--- src/rtl/ifetch_if.sv ---
// Instruction-memory request/response bus between the fetch stage (master)
// and the instruction memory (slave). One outstanding request at a time.
interface ifetch_if #(
  parameter int NB_WORD = 32,
  parameter int NB_ADDR = 32
);
  logic               o_imem_req;
  logic [NB_ADDR-1:0] o_imem_addr;
  logic               i_imem_gnt;
  logic               i_imem_rvalid;
  logic [NB_WORD-1:0] i_imem_rdata;

  modport master (
    output o_imem_req,
    output o_imem_addr,
    input  i_imem_gnt,
    input  i_imem_rvalid,
    input  i_imem_rdata
  );

  modport slave (
    input  o_imem_req,
    input  o_imem_addr,
    output i_imem_gnt,
    output i_imem_rvalid,
    output i_imem_rdata
  );
endinterface

--- src/rtl/ifetch.sv ---
// Instruction fetch stage: PC register, single-outstanding fetch FSM and a
// one-entry output register to decode. IFETCH_MISALIGN_TRAP_EN enables the misaligned-PC trap.
module ifetch #(
  parameter int                 NB_WORD  = 32,
  parameter int                 NB_ADDR  = 32,
  parameter logic [NB_ADDR-1:0] RESET_PC = NB_ADDR'(32'h0000_0000)
) (
  input  logic               i_clock,
  input  logic               i_reset,
  ifetch_if.master           imem,
  input  logic               i_stall,
  input  logic               i_redirect,
  input  logic [NB_ADDR-1:0] i_redirect_addr,
  output logic               o_valid,
  output logic [NB_WORD-1:0] o_instruction,
  output logic [NB_ADDR-1:0] o_pc
`ifdef IFETCH_MISALIGN_TRAP_EN
  ,
  output logic               o_misaligned
`endif
);

  typedef enum logic [1:0] {
    ST_REQ       = 2'd0,
    ST_WAIT      = 2'd1,
    ST_WAIT_DROP = 2'd2
  } state_e;

  localparam logic [NB_WORD-1:0] NOP     = NB_WORD'(32'h0000_0013);
  localparam logic [NB_ADDR-1:0] PC_STEP = NB_ADDR'(32'd4);

  state_e             state_q, state_d;
  logic [NB_ADDR-1:0] pc_q, pc_d;
  logic               valid_q, valid_d;
  logic [NB_WORD-1:0] instr_q, instr_d;
  logic [NB_ADDR-1:0] opc_q, opc_d;
  logic               req_s;
  logic               free_s;
  logic [NB_ADDR-1:0] redir_pc_s;
`ifdef IFETCH_MISALIGN_TRAP_EN
  logic               mis_q, mis_d;
  logic               trap_q, trap_d;

  assign redir_pc_s = i_redirect_addr;
`else
  logic               unused_redir_lsb_s;

  assign redir_pc_s         = {i_redirect_addr[NB_ADDR-1:2], 2'b00};
  assign unused_redir_lsb_s = ^i_redirect_addr[1:0];
`endif

  // Output register can take a new fetch when empty or drained this cycle.
  assign free_s = !valid_q || !i_stall;

  // Next-state, PC and output-register update; redirect overrides everything.
  always_comb begin
    state_d = state_q;
    pc_d    = pc_q;
    valid_d = valid_q;
    instr_d = instr_q;
    opc_d   = opc_q;
    req_s   = 1'b0;
`ifdef IFETCH_MISALIGN_TRAP_EN
    mis_d   = mis_q;
    trap_d  = trap_q;
`endif
    if (i_redirect) begin
      pc_d    = redir_pc_s;
      valid_d = 1'b0;
`ifdef IFETCH_MISALIGN_TRAP_EN
      mis_d   = 1'b0;
      trap_d  = 1'b0;
`endif
      // A response still owed by memory must be swallowed before refetching.
      if ((state_q != ST_REQ) && !imem.i_imem_rvalid) begin
        state_d = ST_WAIT_DROP;
      end else begin
        state_d = ST_REQ;
      end
    end else begin
      if (valid_q && !i_stall) begin
        valid_d = 1'b0;
`ifdef IFETCH_MISALIGN_TRAP_EN
        mis_d   = 1'b0;
`endif
      end else begin
        valid_d = valid_q;
      end
      case (state_q)
        ST_REQ: begin
`ifdef IFETCH_MISALIGN_TRAP_EN
          if (pc_q[1:0] != 2'b00) begin
            if (!trap_q && free_s) begin
              valid_d = 1'b1;
              mis_d   = 1'b1;
              instr_d = NOP;
              opc_d   = pc_q;
              trap_d  = 1'b1;
            end else begin
              trap_d  = trap_q;
            end
          end else begin
`endif
            req_s = free_s;
            if (req_s && imem.i_imem_gnt) begin
              state_d = ST_WAIT;
            end else begin
              state_d = ST_REQ;
            end
`ifdef IFETCH_MISALIGN_TRAP_EN
          end
`endif
        end
        ST_WAIT: begin
          if (imem.i_imem_rvalid) begin
            instr_d = imem.i_imem_rdata;
            opc_d   = pc_q;
            valid_d = 1'b1;
            pc_d    = pc_q + PC_STEP;
            state_d = ST_REQ;
          end else begin
            state_d = ST_WAIT;
          end
        end
        ST_WAIT_DROP: begin
          if (imem.i_imem_rvalid) begin
            state_d = ST_REQ;
          end else begin
            state_d = ST_WAIT_DROP;
          end
        end
        default: begin
          state_d = ST_REQ;
        end
      endcase
    end
  end

  // State, PC and output registers.
  always_ff @(posedge i_clock or negedge i_reset) begin
    if (!i_reset) begin
      state_q <= ST_REQ;
      pc_q    <= RESET_PC;
      valid_q <= 1'b0;
      instr_q <= NOP;
      opc_q   <= RESET_PC;
`ifdef IFETCH_MISALIGN_TRAP_EN
      mis_q   <= 1'b0;
      trap_q  <= 1'b0;
`endif
    end else begin
      state_q <= state_d;
      pc_q    <= pc_d;
      valid_q <= valid_d;
      instr_q <= instr_d;
      opc_q   <= opc_d;
`ifdef IFETCH_MISALIGN_TRAP_EN
      mis_q   <= mis_d;
      trap_q  <= trap_d;
`endif
    end
  end

  // Request is held low throughout reset so memory never sees a stray fetch.
  assign imem.o_imem_req  = req_s && i_reset;
  assign imem.o_imem_addr = pc_q;
  assign o_valid          = valid_q;
  assign o_instruction    = instr_q;
  assign o_pc             = opc_q;
`ifdef IFETCH_MISALIGN_TRAP_EN
  assign o_misaligned     = mis_q;
`endif

endmodule

--- src/flat_wrapper.sv ---
// flat-port wrapper written by rule: the top's interface ports become plain ports
module ifetch_flat 
#(
  parameter int                 NB_WORD  = 32,
  parameter int                 NB_ADDR  = 32,
  parameter logic [NB_ADDR-1:0] RESET_PC = NB_ADDR'(32'h0000_0000)
)
  (i_clock, i_reset, i_stall, i_redirect, i_redirect_addr, o_valid, o_instruction, o_pc, imem_o_imem_req, imem_o_imem_addr, imem_i_imem_gnt, imem_i_imem_rvalid, imem_i_imem_rdata);
  ifetch_if #(.NB_WORD(NB_WORD), .NB_ADDR(NB_ADDR)) imem_i ();
  input  logic i_clock;
  input  logic i_reset;
  input  logic i_stall;
  input  logic i_redirect;
  input  logic [NB_ADDR-1:0] i_redirect_addr;
  output logic o_valid;
  output logic [NB_WORD-1:0] o_instruction;
  output logic [NB_ADDR-1:0] o_pc;
  output wire logic [$bits(imem_i.o_imem_req)-1:0] imem_o_imem_req;
  output wire logic [$bits(imem_i.o_imem_addr)-1:0] imem_o_imem_addr;
  input wire logic [$bits(imem_i.i_imem_gnt)-1:0] imem_i_imem_gnt;
  input wire logic [$bits(imem_i.i_imem_rvalid)-1:0] imem_i_imem_rvalid;
  input wire logic [$bits(imem_i.i_imem_rdata)-1:0] imem_i_imem_rdata;
  assign imem_o_imem_req = imem_i.o_imem_req;
  assign imem_o_imem_addr = imem_i.o_imem_addr;
  assign imem_i.i_imem_gnt = imem_i_imem_gnt;
  assign imem_i.i_imem_rvalid = imem_i_imem_rvalid;
  assign imem_i.i_imem_rdata = imem_i_imem_rdata;
  ifetch #(.NB_WORD(NB_WORD), .NB_ADDR(NB_ADDR), .RESET_PC(RESET_PC)) u_core (.i_clock(i_clock), .i_reset(i_reset), .imem(imem_i), .i_stall(i_stall), .i_redirect(i_redirect), .i_redirect_addr(i_redirect_addr), .o_valid(o_valid), .o_instruction(o_instruction), .o_pc(o_pc));
endmodule
--- config.mk ---
export PLATFORM = sky130hd
export DESIGN_NAME = ifetch_flat
export DESIGN_NICKNAME = d
export VERILOG_FILES = /design/src/rtl/ifetch_if.sv /design/src/rtl/ifetch.sv /design/src/flat_wrapper.sv
export SDC_FILE = /design/constraint.sdc
export NUM_CORES = 1
export LEC_CHECK = 0
export BUFFER_PORTS_ARGS = -buffer_cell sky130_fd_sc_hd__clkbuf_2
export CAP_MARGIN = 25
export CORE_MARGIN = 3
export CORE_UTILIZATION = 48
export DETAILED_ROUTE_END_ITERATION = 12
export PLACE_DENSITY = 0.84
export SLEW_MARGIN = 0
export SYNTH_ARGS = -nofsm -noshare
export SYNTH_HDL_FRONTEND = slang
export SYNTH_SLANG_ARGS = --single-unit
--- constraint.sdc ---
create_clock -name i_clock -period 2.6 [get_ports i_clock]
set_input_delay 0.52 -clock i_clock [delete_from_list [all_inputs] [get_ports i_clock]]
set_output_delay 0.52 -clock i_clock [all_outputs]
set_load 0.03 [all_outputs]
Yosys cells after proc, flatten, opt, wreduce, memory -nomap -nowiden
Index checks and enable logic that the tools add are counted.

Bits in registers: 99. Input port bits: 70. Output and inout bits: 98. Word-level logic and storage cells: 38.

Add/sub/neg operators: 1. Equality and inequality tests: 2. Mux-type cells: 15. Bitwise operators: 1. Reduce and logical (&&, ||, !) cells: 14.

Operator list (number): $mux 32 (3); $add 32x3->32 const B (1); $mux 1 (8); $mux 2 (3); $pmux 2 s3 (1); $reduce_bool 2->1 (3); $logic_and 1x1->1 (4); $logic_not 1->1 (3); $reduce_and 3->1 (1); $eq 2x1->1 const B (1); $eq 2x2->1 const B (1); $logic_not 2->1 (1); $reduce_and 2->1 (1); $logic_or 1x1->1 (1); $not 1->1 (1).

Depth between registers and ports, before layout
Word-level depth: 6. Mapped depth: 7. Depth with buffers taken out: 5.

Worst setup path after synthesis
Ideal clock, no wire load.

Kind: input -> output. Start point: input port i_redirect. End point: output port imem_o_imem_req. Data arrival time: 1610 ps. Setup slack: 470 ps. Cell stages on the path: 3. Buffers on the path: 2. Path through: clkbuf_1 > clkbuf_1 > nor3_1.

Longest elaborated chain between the ends: 2.

Ends and longest elaborated chain: start: declaration (line flat_wrapper.sv:13) `input logic i_redirect;`; $mux 1 (line ifetch.sv:67) `if (i_redirect) begin`; $logic_and 1x1->1 (line ifetch.sv:165) `assign imem.o_imem_req = req_s && i_reset;`; end: declaration (line flat_wrapper.sv:18) `output wire logic [$bits(imem_i.o_imem_req)-1:0] imem_o_imem_req;`.

Every way passes these cells.

Worst setup path in the final report
Start point: register u_core.pc_q[4] (netlist: u_core.imem.o_imem_addr[4]). End point: register u_core.pc_q[25] (netlist: u_core.imem.o_imem_addr[25]).

Longest elaborated chain between the ends: 4.

Ends and longest elaborated chain: start: declaration (line ifetch.sv:33) `logic [NB_ADDR-1:0] pc_q, pc_d;`; start signal: assignment (line ifetch.sv:153) `pc_q <= pc_d;`; $add 32x3->32 (line ifetch.sv:119) `pc_d = pc_q + PC_STEP;`; $mux 32 (line ifetch.sv:115) `if (imem.i_imem_rvalid) begin`; $mux 32 (line ifetch.sv:89) `case (state_q)`; $mux 32 (line ifetch.sv:67).

Every way passes these cells. The select of a mux whose other input is x is not followed. A chain may end at the register's enable or synchronous reset.

==> flow_metrics.env <==
export IMPL_grt_setup_unrepaired="false"
export IMPL_avgViaCountPerCell=5.48
export IMPL_async_reset_ff_share_pct=100
export IMPL_maxSlewHeadroom_pct=40.9
export IMPL_net_switching_power_mw=1.86
export IMPL_setup_viol=0
export IMPL_post_route_period_util_pct=88.2
export IMPL_io_pins=168
export IMPL_r2r_cells=4
export IMPL_final_nets=581
export IMPL_grt_max_degree=63
export IMPL_post_cts_buffers=0
export IMPL_synth_cell_area_um2=4200
export IMPL_cp_depth=4
export IMPL_dr_pass1_iters=5
export IMPL_layout_drive_gt1_share_pct=48.9
export IMPL_p_comb_share_pct=35.6
export IMPL_die_x_um=99.5
export IMPL_min_path_type="in2async"
export IMPL_yosysTopAreaCell="dfrtp_1"
export IMPL_grt_use_total_pct=20.9
export IMPL_grt_first_pass_wirelength_um=16700
export IMPL_startpoint="u_core.imem.o_imem_addr[4]$_DFFE_PN0P_"
export IMPL_crit_chain="nand4_1 > or4_1 > or4_1 > a31oi_1"
export IMPL_grt_pass1_vias=3407
export IMPL_crit_top_cell="or4_1"
export IMPL_ant_nets=0
export IMPL_status="finished clean"
export IMPL_nFillCells=687
export IMPL_cts_hold_buf=0
export IMPL_design_area_um2=5310
export IMPL_max_cap_violations=0
export IMPL_r2r_start="u_core.imem.o_imem_addr[4]$_DFFE_PN0P_"
export IMPL_fmax_ghz=0.436
export IMPL_synth_avg_cell_area_um2=12.0
export IMPL_worstPathMaxFanout=15
export IMPL_fin_cells=620
export IMPL_clock_path_buffers=2
export IMPL_drt_iter0_markers=185
export IMPL_post_synth_top_count_cell="dfrtp_1"
export IMPL_remaining_drc_errors=0
export IMPL_ys_warn_count=0
export IMPL_pre_cts_ws_ns=0.173
export IMPL_gr_total_overflow=0
export IMPL_end_kind="flop"
export IMPL_required_ns=2.87
export IMPL_finalWirelength_um=10200
export IMPL_worstSetupEndpoint="u_core.imem.o_imem_addr[25]$_DFFE_PN0P_"
export IMPL_clock_power_share_pct=19.6
export IMPL_ys_ff_latch=95
export IMPL_finalHoldViolations=0
export IMPL_sw_frac_of_total_pct=40.4
export IMPL_fin_ws_ns=0.306
export IMPL_cpMaxStageDelayCell="or4_1"
export IMPL_dp_hpwl_um=7510
export IMPL_antenna_found_initial=0
export IMPL_area_delta_synth_final_pct=26.3
export IMPL_start_kind="flop"
export IMPL_drv_slew=0
export IMPL_initial_core_util_pct=50.3
export IMPL_p_seq_share_pct=44.8
export IMPL_fp_coreArea_um2=8340
export IMPL_regToRegSetupSlack_ns=0.31
export IMPL_tns_ns=0
export IMPL_ir_worst_vdd_mv=0.512
export IMPL_synth_top_cells_by_count="dfrtp_1, mux2_2, nand2_1"
export IMPL_wl_per_cell_um=16.5
export IMPL_arrival_ns=2.57
export IMPL_crit_family="simple AND/OR/NAND/NOR gates"
export IMPL_synth_area_top_cells="dfrtp_1, mux2_2, or4_1"
export IMPL_htreeDepth=3
export IMPL_powerDensity_nw_per_um2=871
export IMPL_fin_crit_ns=2.29
export IMPL_p_leak_nw=2.49
export IMPL_placed_cell_area_um2=5120
export IMPL_ctsResizeCount=0
export IMPL_path_class="reg2reg"
export IMPL_die_area_um2=9910
export IMPL_critPathBufInv=0
export IMPL_place_gp_congestion=0.796
export IMPL_ys_flop_type="dfrtp_1"
export IMPL_clock_skew_ns=0.0116
export IMPL_rr_endpoint="u_core.imem.o_imem_addr[25]$_DFFE_PN0P_"
export IMPL_cts_tree="done"
export IMPL_synth_cells=351
export IMPL_tightestPinTransition_ns=0.885
export IMPL_path_clk_slew_ns=0.10
export IMPL_num_antenna_cells=0
export IMPL_dp_cells=604
export IMPL_cpPeakStageDelay_ns=0.78
export IMPL_yosys_cell_types_count=33
export IMPL_io_buffers=161
export IMPL_synth_edf_count=0
export IMPL_die_y_um=99.5
export IMPL_synth_seq_area_share_pct=56.7
export IMPL_synth_top_area_share_pct=54.8
export IMPL_clkSinkCount=95
export IMPL_clock_latency_ns=0.36
export IMPL_row_count=33
export IMPL_cts_buffers_inserted=9
export IMPL_p_int_mw=2.76
export IMPL_clockRootBuffer="clkbuf_8"
export IMPL_vias=3399
-- flip-flops by register name, indices dropped and copies added (netlist names) --
signal                   count
u_core.state_q               2
u_core.o_pc                 30
u_core.o_valid               1
u_core.o_instruction        32
u_core.imem.o_imem_addr     30
-- metrics by stage --
step	hold WS, ns	utilization (%)	power, mW
6_report	0.298	63.6	4.62
5_1_grt	0.322	63.6	4.85
4_1_cts	0.303	63.6	4.66
3_5_place_dp	0.496	61.4	3.76
3_3_place_gp	0.479	61.4	3.70
2_1_floorplan	0.224	-	3.18
-- how the worst min path moves through the flow --
stage          slack, ns                                 endpoint  depth (start not counted)                   startpoint
2_1_floorplan       0.22  u_core.imem.o_imem_addr[10]$_DFFE_PN0P_                          0                      i_reset
3_3_place_gp        0.48              u_core.state_q[0]$_DFF_PN0_                          1  u_core.state_q[1]$_DFF_PN0_
3_5_place_dp        0.50               u_core.o_pc[6]$_DFFE_PN0P_                          1   u_core.o_pc[6]$_DFFE_PN0P_
4_1_cts             0.30  u_core.imem.o_imem_addr[26]$_DFFE_PN0P_                          2                      i_reset
5_1_grt             0.32     u_core.o_instruction[11]$_DFFE_PN0P_                          2                      i_reset
6_report            0.30  u_core.imem.o_imem_addr[18]$_DFFE_PN0P_                          2                      i_reset
-- power groups by stage --
stage                     Sequential (mW)  Clock (mW)  Combinational [mW]
after global routing                 2.13       0.989                1.74
final                                2.07       0.905                1.65
after global placement               2.07           0                1.63
after floorplan                      2.78           0               0.399
after detailed placement             2.10           0                1.66
after CTS                            2.07       0.925                1.67
-- cells by family (layout without fill, tap and decap cells) --
family / after synthesis / count (layout) / synth area share [%]
flops: 95 / 95 / 56.7
fa+ha+maj: 1 / 1 / 0.298
compound gates: 44 / 44 / 6.70
simple gates: 108 / 108 / 14.1
other cells: 1 / 4 / 0.0893
buf+inv: 28 / 189 / 2.89
xor+xnor: 9 / 9 / 1.88
mux: 65 / 65 / 17.4
-- area by class of cell --
class	instances	area, um^2	area share (%)
sequential	95	2380	44.9
multi-input combinational	231	1720	32.3
timing repair buffer	169	881	16.6
tap	105	131	2.48
clock buffer	10	128	2.41
clock inverter	6	53.8	1.01
inverter	4	15.0	0.283
-- cells in the final DEF, fill, tap and decap left out, types with 2 or more instances in the layout --
cell	n
nor2_1	14
a31oi_1	12
o21ai_0	13
xor2_1	4
and4_1	5
o211ai_1	7
nand3_1	16
clkbuf_8	9
or3_1	4
nand4_1	10
inv_8	2
nand2_1	29
buf_4	8
mux2i_1	2
clkbuf_2	160
xnor2_1	5
o31ai_1	9
conb_1	4
dfrtp_1	92
clkinvlp_4	3
inv_1	4
mux2_2	63
nor3_1	6
dfstp_2	3
or4_1	17
-- per-layer routing --
layer	global-route usage, %	part of all wire, %
met1	26.1	39
met3	3.23	5.8
met2	37.7	54
met5	0	0
met4	5.78	1.1
(Power assumes the default switching activity.)
